--- src/rtl/intctl_pkg.sv ---
// Shared definitions for the intctl interrupt controller: register offsets,
// FSM state encoding and the width of a source index.
package intctl_pkg;

   localparam int IRQ_ID_W = 5;

   localparam logic [2:0] INTCTL_PEND   = 3'd0;
   localparam logic [2:0] INTCTL_ENABLE = 3'd1;
   localparam logic [2:0] INTCTL_MODE   = 3'd2;
   localparam logic [2:0] INTCTL_ACTIVE = 3'd3;
   localparam logic [2:0] INTCTL_SET    = 3'd4;
   localparam logic [2:0] INTCTL_EOI    = 3'd5;
   localparam logic [2:0] INTCTL_MASKED = 3'd6;
   localparam logic [2:0] INTCTL_CTRL   = 3'd7;

   typedef enum logic [1:0] {
      ST_IDLE = 2'd0,
      ST_REQ  = 2'd1,
      ST_SVC  = 2'd2
   } intctl_state_e;

endpackage

--- src/rtl/intctl_prio.sv ---
// Combinational lowest-index-first priority encoder: NIRQ request bits in,
// "anything set" flag and the index of the lowest set bit out.
module intctl_prio
   import intctl_pkg::*;
#(
   parameter int NIRQ = 32
) (
   input  logic [NIRQ-1:0]     req,
   output logic                any,
   output logic [IRQ_ID_W-1:0] id
);

   // Scanning downward lets the lowest set bit overwrite any higher one.
   always_comb begin
      any = |req;
      id  = {IRQ_ID_W{1'b0}};
      for (int i = NIRQ - 1; i >= 0; i--) begin
         id = req[i] ? IRQ_ID_W'(i) : id;
      end
   end

endmodule

--- src/rtl/intctl.sv ---
// Memory-mapped interrupt controller with edge/level sources, lowest-index
// priority and a req/ack/EOI service handshake. Define INTCTL_SYNC_EN to add a
// 2-flop synchroniser on every irq_in bit.
module intctl
   import intctl_pkg::*;
#(
   parameter int WIDTH = 32,
   parameter int NIRQ  = 32
) (
   input  logic                clk,
   input  logic                reset,
   input  logic                cs,
   input  logic                wen,
   input  logic [2:0]          addr,
   input  logic [WIDTH-1:0]    din,
   output logic [WIDTH-1:0]    dout,
   input  logic [NIRQ-1:0]     irq_in,
   output logic                irq_req,
   output logic [IRQ_ID_W-1:0] irq_id,
   input  logic                irq_ack
);

   logic [NIRQ-1:0]     src;
   logic [NIRQ-1:0]     prev;
   logic [NIRQ-1:0]     pend_edge;
   logic [NIRQ-1:0]     pend;
   logic [NIRQ-1:0]     enable;
   logic [NIRQ-1:0]     mode;
   logic [NIRQ-1:0]     masked;
   logic [NIRQ-1:0]     w1c_bits;
   logic [NIRQ-1:0]     set_bits;
   logic [NIRQ-1:0]     edge_bits;
   logic [NIRQ-1:0]     ack_clr;
   logic                gie;
   logic                active_valid;
   logic [IRQ_ID_W-1:0] active_id;
   logic                cand_any;
   logic [IRQ_ID_W-1:0] cand_id;
   logic                any;
   logic                wr;
   logic                wr_eoi;
   logic                ack_fire;
   logic                eoi_fire;
   intctl_state_e       state;
   intctl_state_e       state_next;
   logic [IRQ_ID_W-1:0] id_next;

`ifdef INTCTL_SYNC_EN
   logic [NIRQ-1:0] sync1;
   logic [NIRQ-1:0] sync2;

   // Two-stage synchroniser for sources from a foreign clock domain.
   always_ff @(posedge clk or posedge reset) begin
      if (reset) begin
         sync1 <= {NIRQ{1'b0}};
         sync2 <= {NIRQ{1'b0}};
      end else begin
         sync1 <= irq_in;
         sync2 <= sync1;
      end
   end

   assign src = sync2;
`else
   assign src = irq_in;
`endif

   assign wr        = cs & wen;
   assign wr_eoi    = wr & (addr == INTCTL_EOI);
   assign w1c_bits  = (wr && addr == INTCTL_PEND) ? din[NIRQ-1:0] : {NIRQ{1'b0}};
   assign set_bits  = (wr && addr == INTCTL_SET)  ? din[NIRQ-1:0] : {NIRQ{1'b0}};
   assign edge_bits = src & ~prev;

   // Level-mode bits follow the line directly; only edge-mode bits are latched.
   assign pend   = (pend_edge & mode) | (src & ~mode);
   assign masked = pend & enable;
   assign any    = cand_any & gie;

   intctl_prio #(.NIRQ(NIRQ)) u_prio (
      .req (masked),
      .any (cand_any),
      .id  (cand_id)
   );

   always_comb begin
      for (int i = 0; i < NIRQ; i++) begin
         ack_clr[i] = ack_fire & (irq_id == IRQ_ID_W'(i));
      end
   end

   // Request FSM; an ack in the same cycle as a withdrawal still wins.
   always_comb begin
      state_next = state;
      id_next    = irq_id;
      ack_fire   = 1'b0;
      eoi_fire   = 1'b0;
      case (state)
         ST_IDLE: begin
            if (any) begin
               state_next = ST_REQ;
               id_next    = cand_id;
            end else begin
               state_next = ST_IDLE;
            end
         end
         ST_REQ: begin
            if (irq_ack) begin
               state_next = ST_SVC;
               ack_fire   = 1'b1;
            end else if (!masked[irq_id] || !gie) begin
               state_next = ST_IDLE;
            end else begin
               state_next = ST_REQ;
            end
         end
         ST_SVC: begin
            if (wr_eoi) begin
               state_next = ST_IDLE;
               eoi_fire   = 1'b1;
            end else begin
               state_next = ST_SVC;
            end
         end
         default: begin
            state_next = ST_IDLE;
         end
      endcase
   end

   // Configuration, pending latch and edge history. New edges beat clears.
   always_ff @(posedge clk or posedge reset) begin
      if (reset) begin
         prev      <= {NIRQ{1'b0}};
         pend_edge <= {NIRQ{1'b0}};
         enable    <= {NIRQ{1'b0}};
         mode      <= {NIRQ{1'b0}};
         gie       <= 1'b0;
      end else begin
         prev      <= src;
         pend_edge <= mode & ((pend_edge & ~w1c_bits & ~ack_clr) | edge_bits | set_bits);
         if (wr && addr == INTCTL_ENABLE) begin
            enable <= din[NIRQ-1:0];
         end
         if (wr && addr == INTCTL_MODE) begin
            mode <= din[NIRQ-1:0];
         end
         if (wr && addr == INTCTL_CTRL) begin
            gie <= din[0];
         end
      end
   end

   always_ff @(posedge clk or posedge reset) begin
      if (reset) begin
         state        <= ST_IDLE;
         irq_req      <= 1'b0;
         irq_id       <= {IRQ_ID_W{1'b0}};
         active_valid <= 1'b0;
         active_id    <= {IRQ_ID_W{1'b0}};
      end else begin
         state   <= state_next;
         irq_req <= (state_next == ST_REQ);
         irq_id  <= id_next;
         if (ack_fire) begin
            active_valid <= 1'b1;
            active_id    <= irq_id;
         end else if (eoi_fire) begin
            active_valid <= 1'b0;
            active_id    <= {IRQ_ID_W{1'b0}};
         end
      end
   end

   always_comb begin
      dout = {WIDTH{1'b0}};
      if (cs) begin
         case (addr)
            INTCTL_PEND:   dout[NIRQ-1:0] = pend;
            INTCTL_ENABLE: dout[NIRQ-1:0] = enable;
            INTCTL_MODE:   dout[NIRQ-1:0] = mode;
            INTCTL_ACTIVE: begin
               dout[31]           = active_valid;
               dout[IRQ_ID_W-1:0] = active_id;
            end
            INTCTL_MASKED: dout[NIRQ-1:0] = masked;
            INTCTL_CTRL:   dout[0] = gie;
            default:       dout = {WIDTH{1'b0}};
         endcase
      end else begin
         dout = {WIDTH{1'b0}};
      end
   end

endmodule

--- config.mk ---
export PLATFORM = sky130hd
export DESIGN_NAME = intctl
export DESIGN_NICKNAME = d
export VERILOG_FILES = /design/src/rtl/intctl_pkg.sv /design/src/rtl/intctl_prio.sv /design/src/rtl/intctl.sv
export SDC_FILE = /design/constraint.sdc
export NUM_CORES = 1
export LEC_CHECK = 0
export BUFFER_PORTS_ARGS = -buffer_cell sky130_fd_sc_hd__buf_2
export CAP_MARGIN = 20
export CORE_MARGIN = 8
export CORE_UTILIZATION = 49
export DETAILED_ROUTE_END_ITERATION = 7
export GPL_TIMING_DRIVEN = 0
export HOLD_SLACK_MARGIN = 0.05
export PLACE_DENSITY_LB_ADDON = 0.1
export SYNTH_ARGS = -nofsm -noshare
export SYNTH_HDL_FRONTEND = slang
export SYNTH_SLANG_ARGS = --single-unit
export TNS_END_PERCENT = 10
--- constraint.sdc ---
create_clock -name clk -period 5.6 [get_ports clk]
set_clock_uncertainty 0.1 [all_clocks]
set_input_delay 0.56 -clock clk [delete_from_list [all_inputs] [get_ports clk]]
set_output_delay 0.56 -clock clk [all_outputs]
set_load 0.005 [all_outputs]
Yosys cells after proc, flatten, opt, wreduce, memory -nomap -nowiden
Cells that the tools add are included.
{ "totals": {"memories": 0, "register_bits": 143, "output_inout_bits": 38, "input_bits": 72, "rom_bits": 0, "latchBits": 0, "ramBits": 0, "word_cells": 169} }
{ "classes": {"n_eq_ne": 41, "multipliers": 0, "n_div": 0, "addsub": 0, "mux": 54, "order_cmp": 1, "shifts": 0, "bitwise_logic": 49, "n_reduce_logical": 14} }
{ "op_table": {"columns": ["cell", "count"], "rows": [
  ["$and A32 B32 Y32", 7],
  ["$mux W5", 34],
  ["$not A32 Y32", 4],
  ["$pmux W26 S4", 1],
  ["$mux W32", 3],
  ["$or A32 B32 Y32", 3],
  ["$eq A5 B5 Y1 const B", 16],
  ["$eq A5 B4 Y1 const B", 8],
  ["$and A1 B1 Y1", 35],
  ["$reduce_or A32 Y1", 1],
  ["$eq A5 B3 Y1 const B", 4],
  ["$pmux W4 S5", 1],
  ["$eq A3 B3 Y1 const B", 4],
  ["$eq A5 B2 Y1 const B", 2],
  ["$mux W1", 9],
  ["$eq A3 B2 Y1 const B", 2],
  ["$lt A5 B6 Y1 const B", 1],
  ["$pmux W1 S6", 1],
  ["$pmux W2 S3", 1],
  ["$bmux W1 S5", 1],
  ["$eq A5 B1 Y1 const B", 1],
  ["$logic_and A1 B1 Y1", 5],
  ["$logic_not A5 Y1", 1],
  ["$pmux W1 S5", 1],
  ["other kinds (10)", 13]
]} }

Depth between registers and ports, before layout
{ "depth": {"word_depth": 36, "ltp_mapped": 8} }

Modules after synthesis
From an unflattened synthesis, not the netlist that was laid out.
{ "unflattened": {"cells_unflattened": 944, "area_unflattened_um2": 8742.1} }
{ "modules_own_cells": {"columns": ["mod", "instances", "area_per_inst_um2", "seq_area_each_um2", "cells_per_inst"], "rows": [
  ["intctl", 1, 8356.8, 3578.4, 879],
  ["intctl_prio", 1, 385.4, 0.0, 65]
]} }

Least setup slack after synthesis
No wires, ideal clock.
{ "synth_path": {"kind": "input port to output port", "from": "in addr[1]", "to": "out dout[17]", "path_buffers": 4, "arrival_ps": 1803, "path_slack_ps": 3137, "cell_stages": 8, "path_cell_list": "clkbuf_1 buf_2 buf_2 buf_1 nand2_1 o21ai_0 a22oi_1 nor2_1"} }
{ "synth_between": {"elab_chain_len": 3, "word_cells_on_any_way": 6} }
{ "synth_rtl": {"columns": ["element", "line_no", "text"], "rows": [
  ["start: declaration", "intctl.sv:14", "input logic [2:0] addr,"],
  ["$eq A3 B3 Y1, or another cell as far along", "intctl.sv:177", "case (addr)"],
  ["$pmux W26 S4 (*)", "intctl.sv:177", null],
  ["$mux W32 (*)", "intctl.sv:176", "if (cs) begin"],
  ["end: declaration", "intctl.sv:16", "output logic [WIDTH-1:0] dout,"]
]} }
Mark *: on every way between the ends. The rest lies on a longest branch, timed or not.

Worst setup path in the final report
{ "layout_path": {"from": "in addr[1]", "to": "out dout[21]"} }
Same word-level chain as after synthesis.

==> flow_summary.json <==
{
  "post_synth_instance_area_um2": 8450,
  "period_share_pct": 59.1,
  "cts.root.buffer_cell": "sky130_fd_sc_hd__clkbuf_16",
  "antenna-diode-count": 0,
  "synth-warning-count": 0,
  "route.detailed.drc": 0,
  "detail_route.iter0.violations": 520,
  "timing.critical_path.fanout_max": 10,
  "cts.sink_count": 143,
  "f_max_mhz": 302,
  "floorplan.initialDensity_pct": 49.5,
  "cts-buffers-inserted": 17,
  "critical_path_s_top_delay_family": "buffers and inverters",
  "cts_hold_buffers": 0,
  "use_met1_pct": 32.5,
  "yosys_cell_types": 63,
  "max-slew-margin-rel_pct": 36.6,
  "dr_total_vias": 7448,
  "maximum_buffer_depth_of_the_clock_tree": 2,
  "final_net_count": 1054,
  "hold_viol": 0,
  "finalSetupViolCount": 0,
  "grt_max_degree": 80,
  "cp.arrival_ps": 2650,
  "gr-usage-met2_pct": 37.0,
  "chipHeight_um": 147,
  "ant_nets": 0,
  "first_pass_iters": 5,
  "cts_tree": "built",
  "antenna_found_initial": 0,
  "avgViaCountPerCell": 6.11,
  "r2r_cells": 5,
  "io-pin-count": 110,
  "hpwl_mm": 19.0,
  "synth_top_cell_by_area": "sky130_fd_sc_hd__dfrtp_1",
  "start_kind": "input pin",
  "synthesis.nets": 925,
  "areaGrowthSynthToFinish_pct": 16.7,
  "ys_seq_area_share_pct": 42.4,
  "critPathBufInv": 3,
  "ys_seq_elements": 143,
  "floorplan.die.width_um": 147,
  "gr-usage-met3_pct": 6.40,
  "synthesis.instances": 853,
  "grt.overflow.total": 0,
  "worstMarginPinSlew_ps": 945,
  "max_stage_delay_ps": 770,
  "critical_path.slowest_cell": "sky130_fd_sc_hd__o21ai_1",
  "ctsHtreeMaxLevel": 4,
  "postSynth.topFlopCell": "sky130_fd_sc_hd__dfrtp_1",
  "finalNonFillerCells": 1219,
  "power_density_nw_per_um2": 378,
  "core-area_um2": 17100,
  "most_frequently_used_cell_type_in_the_post_synthesis_netlist": "sky130_fd_sc_hd__dfrtp_1",
  "drv.max_cap_violation_count": 0,
  "wire_per_inst_um": 21.6,
  "grt_pass1_wl_mm": 41.4,
  "grt_util_all_layers_pct": 24.4,
  "synth_commonest_cells": "sky130_fd_sc_hd__dfrtp_1 (143), sky130_fd_sc_hd__nand2_1 (121), sky130_fd_sc_hd__o21ai_0 (80)",
  "p_leak_nw": 4.24,
  "detail_route.wirelength_mm": 26.4,
  "synth_edf_count": 0,
  "peakVddDrop_mv": 0.207,
  "rd_place_congestion": 0.878,
  "count_of_port_buffers_added_during_placement": 107,
  "criticalPathCategory": "in2out",
  "critical_path.cell_chain": "clkbuf_1 -> nor2_1 -> o21ai_1 -> clkbuf_1 -> nor2_1 -> buf_2",
  "fillers": 1548,
  "slew_violations": 0,
  "hold_path.class": "in2async",
  "period_minus_slack_ps": 3310,
  "setup_buffers_after_cts": 0,
  "run_status": "finished clean",
  "worst-path-stages": 6,
  "insertion_delay_ps": 440,
  "clk_pin_slew_worst_paths_ps": 60,
  "first_global_vias": 7351,
  "timing.critical_path.to_type": "output pin",
  "placed_cells_incl_taps": 1186,
  "drive_gt1_share_pct": 26.8,
  "r2r-start": "mode[5]",
  "worst-endpoint-required_ps": 4940,
  "ys_async_sr_fraction_pct": 100,
  "synthTopCellsByArea": "sky130_fd_sc_hd__dfrtp_1 (42%), sky130_fd_sc_hd__mux2_2 (10%), sky130_fd_sc_hd__nand2_1 (5.4%), sky130_fd_sc_hd__o21ai_0 (4.7%), sky130_fd_sc_hd__o211ai_1 (3.5%)",
  "hold-worst-slack_ps": 104,
  "synthesis.area_per_instance_um2": 9.90,
  "setup.reg_to_reg.worst_slack_ps": 2990,
  "rsz0062_at_grt": "no",
  "grt_busiest_layer": "met2",
  "rr_endpoint": "irq_req",
  "placementRows": 48,
  "ctsResizeCount": 0,
  "design.die.area_um2": 21700,
  "share_of_yosys_cell_area_claimed_by_the_top_area_cell_type_pct": 42.4
}
## cell usage in the layout, fill, tap and decap left out, types with 7 or more instances in the layout
| cell type | instances |
|---|---|
| sky130_fd_sc_hd__dfrtp_1 | 143 |
| sky130_fd_sc_hd__nand2_1 | 121 |
| sky130_fd_sc_hd__buf_2 | 117 |
| sky130_fd_sc_hd__o21ai_0 | 80 |
| sky130_fd_sc_hd__mux2_2 | 77 |
| sky130_fd_sc_hd__nor2_1 | 44 |
| sky130_fd_sc_hd__nor2b_1 | 43 |
| sky130_fd_sc_hd__a21oi_1 | 42 |
| sky130_fd_sc_hd__o211ai_1 | 39 |
| sky130_fd_sc_hd__clkbuf_1 | 30 |
| sky130_fd_sc_hd__a22oi_1 | 30 |
| sky130_fd_sc_hd__mux2i_1 | 26 |
| sky130_fd_sc_hd__a21boi_1 | 19 |
| sky130_fd_sc_hd__clkbuf_16 | 17 |
| sky130_fd_sc_hd__a21boi_0 | 13 |
| sky130_fd_sc_hd__inv_1 | 13 |
| sky130_fd_sc_hd__a31oi_1 | 11 |
| sky130_fd_sc_hd__mux2_4 | 10 |
| sky130_fd_sc_hd__a22o_1 | 9 |
| sky130_fd_sc_hd__nand3_1 | 7 |
| sky130_fd_sc_hd__mux4_2 | 7 |
## layout make-up
class / count / area [µm²] / area share [%]
plain buffers: 42 / 190 / 1.93
clock buffers: 24 / 462 / 4.68
clock inverters: 7 / 87.6 / 0.889
inverters: 14 / 57.6 / 0.584
multi-input cells: 654 / 4630 / 46.9
flip-flops and latches: 143 / 3580 / 36.3
well taps: 225 / 282 / 2.86
repair buffers: 110 / 573 / 5.81
## sequential cells by signal, summed over array words and instances, names as in the netlist, 2 cells and up
| register | count |
|---|---|
| active_id | 5 |
| enable | 32 |
| irq_id | 5 |
| mode | 32 |
| pend_edge | 32 |
| prev | 32 |
| state | 2 |
## metrics by stage
step | power [mW] | instance area [µm²] | TNS [ps] | setup slack [ps] | util, %
after floorplan | 2.25 | 8450 | 0 | 1100 | -
after global placement | 2.59 | 9260 | -116320 | -828 | 54.3
after detailed placement | 2.61 | 9300 | 0 | 2380 | 54.5
after CTS | 3.72 | 9850 | 0 | 2370 | 57.7
after global routing | 3.89 | 9860 | 0 | 2150 | 57.8
final | 3.73 | 9860 | 0 | 2290 | 57.8
## worst max-delay path by stage
stage / start / endpoint / slack, ps
6_report: addr[1] / dout[21] / 2290
5_1_grt: addr[1] / dout[21] / 2150
4_1_cts: addr[2] / dout[21] / 2370
3_5_place_dp: addr[2] / dout[21] / 2380
3_3_place_gp: reset / prev[25] / -830
2_1_floorplan: reset / active_id[0] / 1100
## kinds of logic (layout without fill, tap and decap cells)
| logic type | count (synthesis) | in the layout | share of synthesized area [%] |
|---|---|---|---|
| compound gates | 287 | 287 | 23.8 |
| mux | 121 | 121 | 17.2 |
| simple gates | 246 | 246 | 13.8 |
| buf+inv | 56 | 197 | 2.87 |
| flops | 143 | 143 | 42.4 |
## power breakdown
group	total, mW	internal, mW	switching, mW
registers	1.48	1.23	0.246
logic	1.15	0.536	0.609
clock network	1.10	0.661	0.441
## per-layer routing
layer  part of all wire [%]  vias to the layer above
met5                      0                        -
met4                    2.8                        0
met3                    6.6                       47
met2                     45                      278
met1                     45                     3699
li1                       -                     3424
Power figures use the tool's default switching activity.
